[config.mk]
export PLATFORM = sky130hd
export DESIGN_NAME = dsa_control_fsm_simd
export DESIGN_NICKNAME = d
export VERILOG_FILES = /design/src/rtl/dsa_control_fsm_simd.sv
export SDC_FILE = /design/constraint.sdc
export NUM_CORES = 1
export LEC_CHECK = 0
export ABC_AREA = 1
export CAP_MARGIN = 20
export CORE_MARGIN = 5
export CORE_UTILIZATION = 30
export CTS_CLUSTER_SIZE = 14
export DETAILED_ROUTE_END_ITERATION = 8
export PLACE_DENSITY_LB_ADDON = 0.08
export SLEW_MARGIN = 20
export SYNTH_ARGS = -nofsm -noshare
export SYNTH_HDL_FRONTEND = slang
export SYNTH_SLANG_ARGS = --single-unit
[constraint.sdc]
create_clock -name clk -period 3.75 [get_ports clk]
set_input_delay 0.75 -clock clk [delete_from_list [all_inputs] [get_ports clk]]
set_output_delay 0.75 -clock clk [all_outputs]
set_load 0.05 [all_outputs]
[src/rtl/dsa_control_fsm_simd.sv]
// Raster-order SIMD pixel-control FSM: fetch -> datapath -> write per LANES-wide group.
// Define DSA_FSM_PERF_COUNTERS_EN to add perf_cycles / perf_stall outputs.
module dsa_control_fsm_simd #(
    parameter int LANES   = 4,
    parameter int COORD_W = 16,
    parameter int CNT_W   = 32
) (
    input  logic               clk,
    input  logic               rst_n,
    input  logic               start,
    input  logic               abort,
    input  logic [COORD_W-1:0] img_width_out,
    input  logic [COORD_W-1:0] img_height_out,
    output logic               fetch_req,
    input  logic               fetch_done,
    output logic               dp_start,
    input  logic               dp_done,
    output logic               write_enable,
    input  logic               write_ready,
    output logic [LANES-1:0]   lane_valid,
    output logic [COORD_W-1:0] current_x,
    output logic [COORD_W-1:0] current_y,
    output logic [CNT_W-1:0]   pixels_processed,
    output logic               busy,
    output logic               ready,
`ifdef DSA_FSM_PERF_COUNTERS_EN
    output logic [31:0]        perf_cycles,
    output logic [31:0]        perf_stall,
`endif
    output logic               done_pulse
);

    typedef enum logic [3:0] {
        ST_IDLE,
        ST_INIT,
        ST_REQ_FETCH,
        ST_WAIT_FETCH,
        ST_START_DP,
        ST_WAIT_DP,
        ST_WRITE,
        ST_NEXT,
        ST_DONE
    } state_t;

    state_t             state;
    state_t             state_n;
    logic [COORD_W-1:0] w;
    logic [COORD_W-1:0] h;
    logic [COORD_W:0]   x_nxt;
    logic               row_end;
    logic               last_grp;
    logic               active;
    logic [CNT_W-1:0]   pop;

    // Compare in COORD_W+1 bits so x+LANES never wraps near the top of the range.
    assign x_nxt    = {1'b0, current_x} + (COORD_W+1)'(LANES);
    assign row_end  = !(x_nxt < {1'b0, w});
    assign last_grp = row_end && (current_y == h - 1'b1);
    assign active   = (state == ST_REQ_FETCH) || (state == ST_WAIT_FETCH) ||
                      (state == ST_START_DP)  || (state == ST_WAIT_DP) ||
                      (state == ST_WRITE)     || (state == ST_NEXT);

    always_comb begin
        lane_valid = '0;
        pop        = '0;
        for (int i = 0; i < LANES; i++) begin
            lane_valid[i] = active &&
                (({1'b0, current_x} + (COORD_W+1)'(i)) < {1'b0, w});
            pop = pop + CNT_W'(lane_valid[i]);
        end
    end

    always_comb begin
        state_n = state;
        if (abort && state != ST_IDLE) begin
            state_n = ST_IDLE;
        end else begin
            unique case (state)
                ST_IDLE, ST_DONE: if (start) state_n = ST_INIT;
                ST_INIT:       state_n = (w == '0 || h == '0) ? ST_DONE : ST_REQ_FETCH;
                ST_REQ_FETCH:  state_n = ST_WAIT_FETCH;
                ST_WAIT_FETCH: if (fetch_done) state_n = ST_START_DP;
                ST_START_DP:   state_n = ST_WAIT_DP;
                ST_WAIT_DP:    if (dp_done) state_n = ST_WRITE;
                ST_WRITE:      if (write_ready) state_n = ST_NEXT;
                ST_NEXT:       state_n = last_grp ? ST_DONE : ST_REQ_FETCH;
                default:       state_n = ST_IDLE;
            endcase
        end
    end

    always_ff @(posedge clk) begin
        if (!rst_n) begin
            state            <= ST_IDLE;
            w                <= '0;
            h                <= '0;
            current_x        <= '0;
            current_y        <= '0;
            pixels_processed <= '0;
            fetch_req        <= 1'b0;
            dp_start         <= 1'b0;
            write_enable     <= 1'b0;
            busy             <= 1'b0;
            ready            <= 1'b0;
            done_pulse       <= 1'b0;
`ifdef DSA_FSM_PERF_COUNTERS_EN
            perf_cycles      <= '0;
            perf_stall       <= '0;
`endif
        end else begin
            state        <= state_n;
            fetch_req    <= (state_n == ST_REQ_FETCH);
            dp_start     <= (state_n == ST_START_DP);
            write_enable <= (state_n == ST_WRITE);
            busy         <= (state_n != ST_IDLE) && (state_n != ST_DONE);
            ready        <= (state_n == ST_DONE);
            done_pulse   <= (state_n == ST_DONE) && (state != ST_DONE);
            if (state_n == ST_INIT) begin
                w                <= img_width_out;
                h                <= img_height_out;
                current_x        <= '0;
                current_y        <= '0;
                pixels_processed <= '0;
            end else if (state == ST_NEXT && !abort) begin
                pixels_processed <= pixels_processed + pop;
                // The final group leaves the coordinates on itself.
                if (!last_grp) begin
                    if (row_end) begin
                        current_x <= '0;
                        current_y <= current_y + 1'b1;
                    end else begin
                        current_x <= x_nxt[COORD_W-1:0];
                    end
                end
            end
`ifdef DSA_FSM_PERF_COUNTERS_EN
            if (state_n == ST_INIT) begin
                perf_cycles <= '0;
                perf_stall  <= '0;
            end else begin
                if (state != ST_IDLE && state != ST_DONE)
                    perf_cycles <= perf_cycles + 1'b1;
                if ((state == ST_WAIT_FETCH && !fetch_done) ||
                    (state == ST_WAIT_DP && !dp_done) ||
                    (state == ST_WRITE && !write_ready))
                    perf_stall <= perf_stall + 1'b1;
            end
`endif
        end
    end

endmodule

# After elaboration in Yosys (flattened, before gate mapping)
# Index checks and enable logic that the tools add are counted.
dict set report totals {
  inputBits 39
  out_inout_bits 74
  regBits 106
  wordCells 81
}
dict set report op_classes {
  mux 9
  n_lt_le_gt_ge 5
  n_addsub 10
  n_bitwise 3
  eq_ne 16
  reduce_logical 26
}
# cell n
set ops {}
lappend ops {{$lt A17 B16 Y1} 4}
lappend ops {{$add A16 B2 Y17 const B} 2}
lappend ops {{$add A32 B4 Y32} 1}
lappend ops {{$logic_not A16 Y1} 2}
lappend ops {{$pmux W4 S8} 1}
lappend ops {{$mux W4} 7}
lappend ops {{$eq A4 B3 Y1 const B} 6}
lappend ops {{$add A16 B1 Y17 const B} 1}
lappend ops {{$add A16 B3 Y17 const B} 1}
lappend ops {{$add A16 B1 Y16 const B} 1}
lappend ops {{$eq A16 B16 Y1} 1}
lappend ops {{$lt A16 B16 Y1} 1}
lappend ops {{$mux W16} 1}
lappend ops {{$sub A16 B1 Y16 const B} 1}
lappend ops {{$eq A4 B2 Y1 const B} 3}
lappend ops {{$logic_and A1 B1 Y1} 9}
lappend ops {{$eq A4 B1 Y1 const B} 2}
lappend ops {{$eq A4 B4 Y1 const B} 2}
lappend ops {{$ne A4 B4 Y1 const B} 2}
lappend ops {{$reduce_bool A4 Y1} 2}
lappend ops {{$logic_or A1 B1 Y1} 6}
lappend ops {{$add A3 B1 Y4} 1}
lappend ops {{$logic_not A4 Y1} 1}
lappend ops {{$reduce_or A2 Y1} 2}
lappend ops {{other kinds (6)} 9}

# Logic depth before layout (Yosys ltp)
# Gate-level depths: netlist of the first run.
dict set report logic_depth {
  depth_word 11
  mapped_depth 25
  mapped_depth_nobuf 25
}

# Least setup slack after synthesis of the first run
# OpenSTA, ideal clock, no wires.
dict set report synth_path {
  path_type {register -> register}
  from {reg current_x[2]}
  to {reg pixels_processed[30]}
  arrival_ns 5.222
  path_stages_with_launch 25
  t_required_ns 3.634
  synth_period_minus_slack_ns 5.337
  path_buffers 0
  slack_ns -1.587
  setup_time_ns 0.116
  path_cell_list {dfxtp_1 inv_1 ha_1 nor2_1 o21ai_0 nand2_1 a21oi_1 nor2_1 o2111ai_1 a21oi_1 nor3_1 fa_1 fa_1 inv_1 fa_1 nor2_1 inv_1 nor2_2 nand3_1 nor3_2 and3b_1 nand2_1 nor3_1 xor2_1 nor2_1}
}
dict set report synth_via {
  elab_cells_between_ends 24
  cone_classes {8 x add/sub; 5 x order compare; 1 x eq/ne; 3 x mux; 7 x reduce/logical}
}
# element line_no
set synth_rtl {}
lappend synth_rtl {{from (decl)} 21} ;# output logic [COORD_W-1:0] current_x,
lappend synth_rtl {{from (signal assigned)} 132} ;# current_x <= x_nxt[COORD_W-1:0];
lappend synth_rtl {{$lt A16 B16 Y1} 68} ;# (({1'b0, current_x} + (COORD_W+1)'(i)) < {1'b0, w});
lappend synth_rtl {{$logic_and A1 B1 Y1} 67} ;# lane_valid[i] = active &&
lappend synth_rtl {{via lane_valid[0]} 20} ;# output logic [LANES-1:0] lane_valid,
lappend synth_rtl {{$add A1 B1 Y2} 69} ;# pop = pop + CNT_W'(lane_valid[i]);
lappend synth_rtl {{$add A2 B1 Y3} 69}
lappend synth_rtl {{$add A3 B1 Y4} 69}
lappend synth_rtl {{$add A32 B4 Y32} 125} ;# pixels_processed <= pixels_processed + pop;
lappend synth_rtl {{to (signal assigned)} 125}
lappend synth_rtl {{to (decl)} 23} ;# output logic [CNT_W-1:0] pixels_processed,
# The timed path passes the listed nets, and every way through them passes these cells.
# A chain may end at the register's enable or synchronous reset.

# Worst setup path in the final report of the first run
dict set report layout_path {
  from {reg w[2]}
  to {reg pixels_processed[30]}
}
dict set report layout_via {
  elab_chain_len 8
  elab_cells_between_ends 23
  cone_classes {4 x add/sub; 5 x order compare; 1 x eq/ne; 4 x mux; 9 x reduce/logical}
}
# element line_no
set layout_lines {}
lappend layout_lines {{from (decl)} 47} ;# logic [COORD_W-1:0] w;
lappend layout_lines {{from (signal assigned)} 119} ;# w <= img_width_out;
lappend layout_lines {{parallel branches: the longest is 8 deep, another holds $add A32 B4 Y32} n/a}
# Parallel ways; which one is timed is not known.

==> results of run 1 <==
[placed cells by master (no fill, tap or decap), types with 6 or more instances in the layout]
cell type and instances:
buf_6 15, nor3_4 6, buf_4 124, nand2_1 200, xor2_1 42, a21o_1 7, xnor2_2 7, nor2_1 188
nand3_2 6, inv_2 7, nand3_1 44, dfxtp_2 7, nor2_4 11, nor3_1 16, clkdlybuf4s50_1 106, clkbuf_16 10
buf_12 8, nor4_1 13, inv_1 180, nor2_2 21, a21oi_1 31, dfxtp_1 93, o21ai_0 22, nand3b_1 6
xnor2_1 13, ha_1 53, nand2_2 11, nand4_1 56
[power by group]
group          switching [mW]  total, mW  internal, mW  leakage (nW)
clock                   0.466      0.994         0.527         0.142
combinational            1.69       2.96          1.27          4.02
sequential              0.124       1.36          1.24         0.851
[cell type report]
cell class	count	area, um^2	share of cell area [%]
repair buffers	256	2390	21.9
clock inverters	5	66.3	0.609
flip-flops and latches	104	2110	19.3
inverters	189	714	6.56
multi-input cells	807	4970	45.6
clock buffers	11	233	2.14
well taps	330	413	3.79
[worst max path at each step]
stage,startpoint,endpoint,depth (start not counted)
finish,w[2]$_SDFFE_PN0N_,pixels_processed[30]$_SDFFE_PP0P_,24
global route,w[2]$_SDFFE_PN0N_,pixels_processed[30]$_SDFFE_PP0P_,24
CTS,w[2]$_SDFFE_PN0N_,pixels_processed[30]$_SDFFE_PP0P_,24
detailed placement,w[2]$_SDFFE_PN0N_,pixels_processed[30]$_SDFFE_PP0P_,24
global placement,w[2]$_SDFFE_PN0N_,pixels_processed[30]$_SDFFE_PP0P_,24
floorplan,current_x[2]$_SDFFE_PP0P_,pixels_processed[30]$_SDFFE_PP0P_,24
[sequential cells by signal, summed over array words and instances (netlist names)]
| signal | count |
|---|---|
| current_x | 14 |
| done_pulse | 1 |
| h | 16 |
| current_y | 16 |
| fetch_req | 1 |
| write_enable | 1 |
| ready | 1 |
| busy | 1 |
| state | 4 |
| dp_start | 1 |
| pixels_processed | 32 |
| w | 16 |
[tightest hold or removal path: cells and delay by family (launching register included)]
| family | cells | cell delay (ns) |
|---|---|---|
| DFF | 1 | 0.32 |
| and+or+nand+nor | 2 | 0.14 |
[cell families (layout without fill, tap and decap cells)]
group,after synthesis,after routing,share of synthesized area (%)
and+or+nand+nor,594,594,35.4
buffers and inverters,242,461,13.0
DFF,104,104,27.2
AOI/OAI and AO/OA,86,86,6.74
xor gates and xnor gates,64,64,7.33
adders and majority gates,60,60,10.1
other,1,2,0.0491
muxes,1,1,0.131
[layer usage]
metal,vias up,share of wire [%],track usage [%]
met5,-,0,0
met3,15,2.7,2.07
met1,3527,48,21.5
met2,100,48,28.0
li1,4087,-,-
met4,0,1.0,3.54
[stage by stage]
step	hold slack, ns	std cells	utilization, %
2_1_floorplan	0.455	1153	-
3_3_place_gp	0.472	1661	39.7
3_5_place_dp	0.477	1661	39.7
4_1_cts	0.492	1688	42.2
5_1_grt	0.528	1702	43.4
6_report	0.490	1702	43.4
[synthesized netlist by cell type, types with 2 or more instances]
| cell | count | area (um^2) |
|---|---|---|
| a31oi_1 | 2 | 12.5 |
| nand2_4 | 2 | 22.5 |
| fa_1 | 3 | 60.1 |
| buf_2 | 9 | 45.0 |
| nor4_1 | 15 | 93.8 |
| a21oi_1 | 34 | 170 |
| dfxtp_1 | 104 | 2080 |
| xnor2_1 | 20 | 175 |
| ha_1 | 57 | 713 |
| nor3b_1 | 2 | 15.0 |
| buf_4 | 6 | 45.0 |
| nor2_1 | 200 | 751 |
| a211oi_1 | 3 | 22.5 |
| xor2_1 | 44 | 385 |
| nor2_2 | 16 | 100 |
| inv_2 | 3 | 11.3 |
| clkbuf_1 | 30 | 113 |
| buf_6 | 5 | 56.3 |
| nand4_1 | 56 | 350 |
| o21bai_1 | 2 | 15.0 |
| nand3_2 | 2 | 20.0 |
| nor2_4 | 4 | 45.0 |
| nand3b_1 | 6 | 45.0 |
| buf_1 | 2 | 7.51 |
| inv_1 | 186 | 698 |
| nand3_1 | 49 | 245 |
| o221ai_1 | 2 | 17.5 |
| nor3_1 | 22 | 110 |
| nand2_1 | 206 | 773 |
| o211ai_1 | 2 | 15.0 |
| o21ai_0 | 24 | 120 |
| a21o_1 | 7 | 52.6 |
| a221oi_1 | 2 | 17.5 |
| a21boi_0 | 2 | 15.0 |
| nand2_2 | 6 | 37.5 |
[what timing repair did]
item	4_1_cts	5_1_grt
resized for setup	48	38
endpoints found under the hold margin	0	0
setup buffers	15	14
hold buffers	0	0
pin swaps	32	35
setup endpoints to repair	95	94
cloned	1	1
==> impl_metrics.sql, run 1 <==
INSERT INTO impl_metrics (metric_group, metric, value, unit) VALUES
('outcome', 'status', 'complete, but fails checks', ''),
('outcome', 'failed_checks', 'negative setup slack', ''),
('die', 'design.die.area', '28800', 'um^2'),
('worst_hold_path', 'timing.hold.worst_endpoint', 'w[0]$_SDFFE_PN0N_', ''),
('logic_synthesis', 'post_synthesis_register_bit_count', '104', ''),
('logic_synthesis', 'seq_area_frac_synth', '27.2', '%'),
('logic_synthesis', 'synth-edff-count', '0', ''),
('cells_and_area', 'insertedDiodeCount', '0', ''),
('power', 'power.density_cell_area', '488', 'nW/um^2'),
('placement', 'port-buffer-count', '110', ''),
('clock_tree', 'root_buffer', 'clkbuf_16', ''),
('worst_hold_path', 'path_type_of_the_worst_min_delay_path', 'reg2reg', ''),
('logic_synthesis', 'avgSynthCellArea', '6.64', 'um^2'),
('die', 'rows', '58', ''),
('sta', 'setup_tns', '-3.70', 'ns'),
('global_route', 'antenna_found_initial', '0', ''),
('worst_setup_path', 'cpLargestDelayFamily', 'adder cells', ''),
('clock_tree', 'cts-buffers-inserted', '9', ''),
('worst_setup_path', 'critical_path.slowest_cell', 'fa_1', ''),
('clock_tree', 'cts_sink_cnt', '104', ''),
('worst_setup_path', 'path_buf_inv', '4', ''),
('global_route', 'number_of_global_route_vias_before_repair', '7571', ''),
('placement', 'gpl.final_weighted_congestion', '0.868', ''),
('worst_hold_path', 'hold_start', 'w[0]$_SDFFE_PN0N_', ''),
('logic_synthesis', 'yosysUniqueCellTypes', '52', ''),
('detailed_routing', 'drt-total-wl', '23.3', 'mm'),
('sta', 'max_freq', '0.238', 'GHz'),
('logic_synthesis', 'synth_cells', '1152', ''),
('power', 'report.power.total', '5.32', 'mW'),
('cells_and_area', 'areaGrowthSynthToFinish', '42.5', '%'),
('detailed_routing', 'firstDrtPassIters', '5', ''),
('die', 'io-pin-count', '113', ''),
('sta', 'skew', '0.0137', 'ns'),
('worst_setup_path', 'endpoint_kind', 'register', ''),
('worst_setup_path', 'timing.reg2reg.worst_path_depth', '24', ''),
('clock_tree', 'clock_path_buffers', '2', ''),
('clock_tree', 'number_of_levels_in_the_clock_h_tree', '3', ''),
('placement', 'placement.cell_area', '9960', 'um^2'),
('placement', 'post-place-ws', '-0.623', 'ns'),
('worst_setup_path', 'crit-reg2reg-launch', 'w[2]$_SDFFE_PN0N_', ''),
('sta', 'final_hold_viol_count', '0', ''),
('sta', 'final.period_utilization', '112', '%'),
('logic_synthesis', 'postSynth.asyncResetShare', '0', '%'),
('die', 'die_w', '170', 'um'),
('worst_setup_path', 'cpMostUsedCell', 'inv_2', ''),
('detailed_routing', 'routed-via-count', '7729', ''),
('power', 'power.static_leakage', '5.01', 'nW'),
('detailed_routing', 'remaining_number_of_nets_flagged_by_the_antenna_check_after_routing', '0', ''),
('logic_synthesis', 'synthesis.yosys.warnings', '0', ''),
('worst_setup_path', 'critical_path_peak_fanout', '3', ''),
('sta', 'worst_slew_pin_slew', '0.682', 'ns'),
('clock_tree', 'worst_skew_pair.late_latency', '0.35', 'ns'),
('sta', 'unrepaired_setup_endpoints_after_global_routing', 'yes', ''),
('cells_and_area', 'final_net_count', '1466', ''),
('sta', 'finalSetupViolations', '15', ''),
('die', 'core-area', '25100', 'um^2'),
('detailed_routing', 'drt-initial-drc-count', '328', ''),
('logic_synthesis', 'ys_dominant_reg_cell', 'dfxtp_1', ''),
('worst_setup_path', 'r2r_setup_slack', '-0.46', 'ns'),
('worst_setup_path', 'worst_path_largest_cell_delay', '0.54', 'ns'),
('sta', 'fin_ws', '-0.458', 'ns'),
('die', 'initial_core_util', '30.4', '%'),
('power', 'ir_worst_vdd', '0.340', 'mV'),
('detailed_routing', 'drt-wirelength-per-cell', '13.7', 'um'),
('global_route', 'pin_count_of_the_biggest_net_entering_global_routing', '28', ''),
('cells_and_area', 'finish.instance_area', '10900', 'um^2'),
('flow_run', 'max_cap_violations', '0', ''),
('worst_setup_path', 'startpoint_type', 'register', ''),
('sta', 'period_minus_slack', '4.21', 'ns'),
('die', 'die_h', '170', 'um'),
('cells_and_area', 'drive_above_1_share', '20.3', '%');
(Power assumes the default switching activity.)
==> run 2, diff against run 1 <==
--- a/config.mk
+++ b/config.mk
@@ -5,10 +5,9 @@
 export SDC_FILE = /design/constraint.sdc
 export NUM_CORES = 1
 export LEC_CHECK = 0
-export ABC_AREA = 1
 export CAP_MARGIN = 20
 export CORE_MARGIN = 5
-export CORE_UTILIZATION = 30
+export CORE_UTILIZATION = 49
 export CTS_CLUSTER_SIZE = 14
 export DETAILED_ROUTE_END_ITERATION = 8
 export PLACE_DENSITY_LB_ADDON = 0.08
==> run 2 against run 1 <==
The flow still finishes with violations (negative setup slack). First-iteration DRC count is 39% higher. Global-route usage rose by 7.3 points. Cell count down 33%. Register-to-register slack gained 0.36 ns. Area after synthesis shrank 11%. Hold slack gained 0.034 ns. Fmax grew 9.4%. Worst setup slack better by 0.36 ns. Cell area down 16%. Clock-buffer cell count grew 1. Largest cell class unchanged.
==> impl_metrics.sql, run 2 <==
INSERT INTO impl_metrics (metric_group, metric, value, unit) VALUES
('global_route', 'grt.total_usage', '23.4', '%'),
('worst_hold_path', 'path_type_of_the_worst_min_delay_path', 'reg2reg', ''),
('placement', 'gpl.final_weighted_congestion', '0.889', ''),
('global_route', 'grt_overflow', '0', ''),
('die', 'io-pin-count', '113', ''),
('sta', 'unrepaired_setup_endpoints_after_global_routing', 'yes', ''),
('sta', 'max_freq', '0.260', 'GHz'),
('sta', 'skew', '0.0105', 'ns'),
('worst_setup_path', 'cp_data_arrival_time', '4.10', 'ns'),
('sta', 'max-slew-margin-rel', '53.3', '%'),
('power', 'power.density_cell_area', '680', 'nW/um^2'),
('cells_and_area', 'drive_above_1_share', '19.5', '%'),
('detailed_routing', 'drt-initial-drc-count', '457', ''),
('detailed_routing', 'drc', '0', ''),
('power', 'p_seq_share', '23.7', '%'),
('detailed_routing', 'drt-total-wl', '19.6', 'mm'),
('logic_synthesis', 'postSynth.asyncResetShare', '0', '%'),
('cells_and_area', 'largest_register_ffs', '32', ''),
('power', 'share_clk_of_total_power', '15.2', '%'),
('cells_and_area', 'fin_util', '66.1', '%'),
('logic_synthesis', 'synthesis.yosys.warnings', '0', ''),
('clock_tree', 'cts_sink_cnt', '104', ''),
('global_route', 'grt-busiest-layer', 'met2', ''),
('worst_setup_path', 'timing.critical_path.required', '4.00', 'ns'),
('detailed_routing', 'firstDrtPassIters', '5', ''),
('worst_setup_path', 'critical_path_peak_fanout', '8', ''),
('power', 'power.static_leakage', '3.51', 'nW'),
('sta', 'fin_ws', '-0.0967', 'ns'),
('worst_setup_path', 'startpoint_type', 'register', ''),
('logic_synthesis', 'synth.cells.most_frequent', '106 x nor2_1, 104 x dfxtp_1, 57 x ha_1', ''),
('logic_synthesis', 'synth_most_common_cell', 'nor2_1', ''),
('die', 'core-area', '13800', 'um^2'),
('global_route', 'first_pass_grt_wire_length', '31.2', 'mm'),
('sta', 'worst_slew_pin_slew', '0.695', 'ns'),
('global_route', 'antenna_found_initial', '0', ''),
('global_route', 'gr-usage-met1', '30.4', '%'),
('global_route', 'number_of_global_route_vias_before_repair', '6238', ''),
('sta', 'final_max_slew_viol_count', '0', ''),
('sta', 'period_minus_slack', '3.85', 'ns'),
('global_route', 'pin_count_of_the_biggest_net_entering_global_routing', '49', ''),
('cells_and_area', 'final_net_count', '1059', ''),
('placement', 'place_hpwl', '14.5', 'mm'),
('worst_setup_path', 'endpoint_kind', 'register', ''),
('global_route', 'groute.layer.met2.usage', '39.3', '%'),
('die', 'die_w', '128', 'um'),
('logic_synthesis', 'avgSynthCellArea', '8.15', 'um^2'),
('sta', 'final_hold_viol_count', '0', ''),
('logic_synthesis', 'post_synthesis_register_bit_count', '104', ''),
('flow_run', 'max_cap_violations', '0', ''),
('placement', 'port-buffer-count', '110', ''),
('power', 'combinationalPowerShare', '61.2', '%'),
('outcome', 'status', 'complete, but fails checks', ''),
('worst_setup_path', 'timing_worst_setup_path_type', 'reg2reg', ''),
('power', 'p_int', '3.44', 'mW'),
('logic_synthesis', 'synth_top_area_cells', 'dfxtp_1 30%, ha_1 10%, nor2_1 5.8%, xor2_1 4.1%, a21oi_1 4.0%', ''),
('detailed_routing', 'routed_via_density', '5.76', ''),
('die', 'initial_core_util', '49.6', '%'),
('die', 'design.die.area', '16400', 'um^2'),
('logic_synthesis', 'synth_cells', '839', ''),
('die', 'die_h', '128', 'um'),
('logic_synthesis', 'synth_area', '6840', 'um^2'),
('power', 'ir_worst_vdd', '0.443', 'mV'),
('sta', 'finalSetupViolations', '9', ''),
('power', 'report.power.total', '6.19', 'mW'),
('cells_and_area', 'most_common_cell_after_layout_fill_and_taps_aside', 'clkdlybuf4s50_1', ''),
('cells_and_area', 'areaGrowthSynthToFinish', '33.1', '%'),
('cells_and_area', 'insertedDiodeCount', '0', ''),
('detailed_routing', 'drt-wirelength-per-cell', '17.1', 'um'),
('power', 'power.net_switching', '2.75', 'mW'),
('detailed_routing', 'routed-via-count', '6590', ''),
('die', 'rows', '43', ''),
('clock_tree', 'clock_path_buffers', '2', ''),
('clock_tree', 'cts_tree', 'built', ''),
('logic_synthesis', 'post_synth_top_area_share', '30.5', '%'),
('logic_synthesis', 'yosysUniqueCellTypes', '73', ''),
('cells_and_area', 'register_with_the_highest_flop_count', 'pixels_processed', ''),
('detailed_routing', 'remaining_number_of_nets_flagged_by_the_antenna_check_after_routing', '0', ''),
('outcome', 'failed_checks', 'negative setup slack', ''),
('logic_synthesis', 'seq_area_frac_synth', '30.5', '%'),
('clock_tree', 'ctsHoldBuffers', '0', ''),
('logic_synthesis', 'synth_top_cell_by_area', 'dfxtp_1', ''),
('power', 'switching_share', '44.4', '%'),
('global_route', 'grt_util_met3', '5.63', '%'),
('logic_synthesis', 'synth-edff-count', '0', ''),
('logic_synthesis', 'ys_dominant_reg_cell', 'dfxtp_1', ''),
('clock_tree', 'cts-buffers-inserted', '9', ''),
('clock_tree', 'root_buffer', 'clkbuf_16', ''),
('clock_tree', 'number_of_levels_in_the_clock_h_tree', '3', ''),
('clock_tree', 'clk_pin_slew', '0.07', 'ns'),
('cells_and_area', 'layout_common_cells', '106 x clkdlybuf4s50_1, 102 x nor2_1, 93 x dfxtp_1', ''),
('clock_tree', 'worst_skew_pair.late_latency', '0.36', 'ns'),
('sta', 'final.period_utilization', '103', '%');
==> run 2: final cells by class <==
| class | instances | area (um^2) |
|---|---|---|
| clock inverter | 4 | 35.0 |
| multi-input combinational | 639 | 4670 |
| clock buffer | 12 | 267 |
| timing repair buffer | 178 | 1690 |
| tap | 180 | 225 |
| fill | 1188 | 4670 |
| sequential | 104 | 2100 |
| inverter | 28 | 105 |
==> run 2: through the flow <==
| stage | cell area (um^2) | setup slack (ns) | std cells | setup TNS, ns | hold WS, ns |
|---|---|---|---|---|---|
| 2_1_floorplan | 6990 | -0.493 | 840 | -7.07 | 0.504 |
| 3_3_place_gp | 8390 | -0.149 | 1114 | -1.38 | 0.498 |
| 3_5_place_dp | 8390 | -0.275 | 1114 | -3.65 | 0.510 |
| 4_1_cts | 8780 | -0.0696 | 1133 | -0.0849 | 0.520 |
| 5_1_grt | 9100 | -0.291 | 1145 | -3.96 | 0.558 |
| 6_report | 9100 | -0.0967 | 1145 | -0.575 | 0.524 |
==> run 2: worst max-delay path, cell delays in order, from the launching register on <==
cell and delay [ns]:
dfxtp_2 0.34, inv_2 0.05, ha_4 0.23, nor2b_4 0.12
o21a_1 0.18, o21a_1 0.18, or3b_4 0.37, a21oi_2 0.15
o21ai_2 0.08, a21oi_4 0.16, fa_1 0.47, fa_2 0.37
buf_6 0.12, inv_2 0.04, fa_2 0.23, nor4_4 0.06
buf_4 0.15, buf_6 0.13, nand4_1 0.10, xor2_1 0.15
nor2_1 0.05
==> run 2: worst paths after layout <==
path	start	endpoint	slack [ns]	depth (start not counted)
setup / recovery	w[2]$_SDFFE_PN0N_	pixels_processed[12]$_SDFFE_PP0P_	-0.1	20
setup reg to reg	w[2]$_SDFFE_PN0N_	pixels_processed[12]$_SDFFE_PP0P_	-0.1	20
hold reg to reg	pixels_processed[26]$_SDFFE_PP0P_	pixels_processed[26]$_SDFFE_PP0P_	0.52	2
hold / removal	pixels_processed[26]$_SDFFE_PP0P_	pixels_processed[26]$_SDFFE_PP0P_	0.52	2
==> run 2: cell families after synthesis <==
| logic type | share of synthesized area, % |
|---|---|
| muxes | 2.49 |
| AOI/OAI and AO/OA | 17.7 |
| buffers and inverters | 6.28 |
| other | 0.0549 |
| xor gates and xnor gates | 7.05 |
| and+or+nand+nor | 24.5 |
| DFF | 30.5 |
| adders and majority gates | 11.5 |
==> run 2: power by group through the flow <==
| stage | combinational (mW) | clock (mW) | sequential [mW] |
|---|---|---|---|
| finish | 3.78 | 0.940 | 1.46 |
| global route | 4.13 | 1.01 | 1.49 |
| CTS | 3.42 | 0.962 | 1.46 |
| detailed placement | 3.32 | 0 | 1.48 |
| global placement | 3.25 | 0 | 1.47 |
| floorplan | 2.44 | 0 | 1.45 |
==> run 2: per-layer routing <==
| metal | wire length, um | part of all wire (%) | vias up |
|---|---|---|---|
| met5 | 0 | 0 | - |
| met4 | 235 | 1.2 | 0 |
| met3 | 1210 | 6.2 | 21 |
| met2 | 9540 | 49 | 183 |
| met1 | 8590 | 44 | 3144 |
| li1 | - | - | 3242 |
==> run 2: what timing repair did <==
item	CTS	global route
setup endpoints to repair	28	52
resized for setup	16	50
pin swaps	8	17
cloned	0	1
setup buffers	3	12
==> RTL change, RTL diff (config.mk and constraints of run 1) <==
Add a define of `DSA_FSM_PERF_COUNTERS_EN`.
--- a/src/rtl/dsa_control_fsm_simd.sv
+++ b/src/rtl/dsa_control_fsm_simd.sv
@@ -2,2 +2,4 @@
 // Define DSA_FSM_PERF_COUNTERS_EN to add perf_cycles / perf_stall outputs.
+`define DSA_FSM_PERF_COUNTERS_EN
+
 module dsa_control_fsm_simd #(
Check against the original RTL (old outputs only; new: perf_cycles and perf_stall): equivalent (Yosys induction, for registers that start in step).
==> RTL change against run 1 <==
The flow still finishes with violations (setup timing); sequential cell count increased by 64; design area increased by 35%; critical path depth increased by 2; non-clock buffer count increased by 61; sequential power increased by 51%; clock power increased by 69%; worst setup slack improved by 100 ps; power increased by 36%; synthesized area increased by 36%; utilization decreased by 0.69 points; count of clock-buffer cells in the layout increased by 8; combinational power increased by 18%; routed wire length increased by 40%; critical path type unchanged.
==> RTL change: results <==
{
  "outcome": "complete, but fails checks",
  "violations_in_the_final_reports": "setup timing",
  "hold_crit_path_type": "flop to flop",
  "setup_viol_count_final": 66,
  "worst_slack_ps": -354,
  "grt_util_all_layers": 0.167,
  "drive_above_1_share": 0.147,
  "top_layer_used": "met5",
  "insertion_delay_ps": 440,
  "worstRegToRegCells": 26,
  "p_leak_nw": 6.10,
  "dp_cells": 2221,
  "ys.warnings.count": 0,
  "wl_per_cell_um": 14.2,
  "grt_antenna_before_repair": 3,
  "n_fill_cell": 3648,
  "place_worst_setup_slack_ps": -528,
  "via_per_instance_ratio": 4.52,
  "synth_top_cells_by_count": "314 x sky130_fd_sc_hd__nor2_1, 279 x sky130_fd_sc_hd__nand2_1, 204 x sky130_fd_sc_hd__inv_1, 168 x sky130_fd_sc_hd__dfxtp_1, 96 x sky130_fd_sc_hd__nand3_1",
  "met2_wire_length_um": 15100,
  "timing.slew.headroom": 0.535,
  "leading_cell_types_by_total_area_after_synthesis": "sky130_fd_sc_hd__dfxtp_1 32%, sky130_fd_sc_hd__nor2_1 11%, sky130_fd_sc_hd__nand2_1 10%",
  "area_after_detailed_placement_mm2": 0.0135,
  "met1Wirelength_um": 15300,
  "grt_max_degree": 56,
  "hpwl_um": 25000,
  "final_core_utilization": 0.427,
  "critPathCapture": "pixels_processed[23]$_SDFFE_PP0P_",
  "drt_first_iter_violations": 417,
  "drt_pre_antenna_iters": 5,
  "place_congestion": 0.847,
  "ir_drop_uv": 361,
  "io_buffer_count": 174,
  "totalWireLength_um": 32500,
  "critPathTopFamily": "simple AND/OR/NAND/NOR gates",
  "global_route_wire_length_before_repair_um": 52500,
  "routed-wl-met3_um": 1470,
  "synthesis.area_per_instance_um2": 6.76,
  "yosysUniqueCellTypes": 45,
  "crit_slowest_cell": "sky130_fd_sc_hd__fa_1",
  "tritoncts.num_buffers": 17,
  "timing.clock.skew_ps": 9.18,
  "setup_tns_ps": -6960,
  "clk_pin_slew_worst_paths_ps": 70,
  "htreeDepth": 4,
  "finalNetCount": 1914,
  "yosysSeqAreaShare": 0.324,
  "critPathArrivalTime_ps": 4440
}
RTL change: cell count changes in the layout (fill, tap and decap cells not counted), sizes merged, moves of 17 or more:
cell	delta
xnor2	+17
nand4	-25
nor2	+101
clkdlybuf4s50	+64
nor3	+20
nand3	+45
xor2	+42
inv	+21
nand2	+66
dfxtp	+64
o21ai	+18
RTL change: layer usage:
metal	up-vias	GRT usage
met5	-	0
met4	4	0.0434
met3	31	0.0441
met2	141	0.277
met1	4734	0.217
li1	5398	-
RTL change: cell type report:
| type | instances | share of cell area |
|---|---|---|
| multi-input cells | 1102 | 0.428 |
| flip-flops and latches | 168 | 0.231 |
| repair buffers | 317 | 0.213 |
| inverters | 207 | 0.0530 |
| well taps | 455 | 0.0388 |
| clock buffers | 19 | 0.0302 |
| clock inverters | 13 | 0.00640 |
| diodes | 1 | 0.000171 |
RTL change: logic make-up after synthesis:
logic type,after synthesis,share of synthesized area
AOI/OAI and AO/OA,103,0.0556
xor gates and xnor gates,123,0.104
and+or+nand+nor,806,0.330
other,1,0.000361
buffers and inverters,265,0.104
DFF,168,0.324
adders and majority gates,62,0.0769
muxes,6,0.00579
RTL change: worst min-delay path by stage:
| stage | startpoint | endpoint | depth (start not counted) |
|---|---|---|---|
| after floorplan | w[0]$_SDFFE_PN0N_ | w[0]$_SDFFE_PN0N_ | 2 |
| after global placement | w[14]$_SDFFE_PN0N_ | w[14]$_SDFFE_PN0N_ | 2 |
| after detailed placement | pixels_processed[31]$_SDFFE_PP0P_ | pixels_processed[31]$_SDFFE_PP0P_ | 2 |
| after CTS | w[14]$_SDFFE_PN0N_ | w[14]$_SDFFE_PN0N_ | 2 |
| after global routing | w[14]$_SDFFE_PN0N_ | w[14]$_SDFFE_PN0N_ | 2 |
| final | w[14]$_SDFFE_PN0N_ | w[14]$_SDFFE_PN0N_ | 2 |
RTL change: tightest hold or removal path, delay by kind of cell, from the launching register on:
family           cells  cell delay, ps
DFF                  1             320
and+or+nand+nor      2             150
RTL change: timing repair:
item                       4_1_cts  5_1_grt
gates resized for setup         52       23
pin swaps                       38       29
gates cloned                     2        3
setup endpoints to repair      159      159
setup buffers                   13       10
RTL change: per-stage QoR:
step / power [mW] / hold WS, ps
6_report: 7.21 / 516
4_1_cts: 7.19 / 524
5_1_grt: 7.79 / 551
3_3_place_gp: 5.26 / 500
3_5_place_dp: 5.28 / 513
2_1_floorplan: 4.10 / 470
RTL change: power by group:
part           internal, mW  switching [mW]  total [mW]
Sequential             1.93           0.119        2.05
Combinational          1.49            1.99        3.49
Clock                 0.870           0.812        1.68
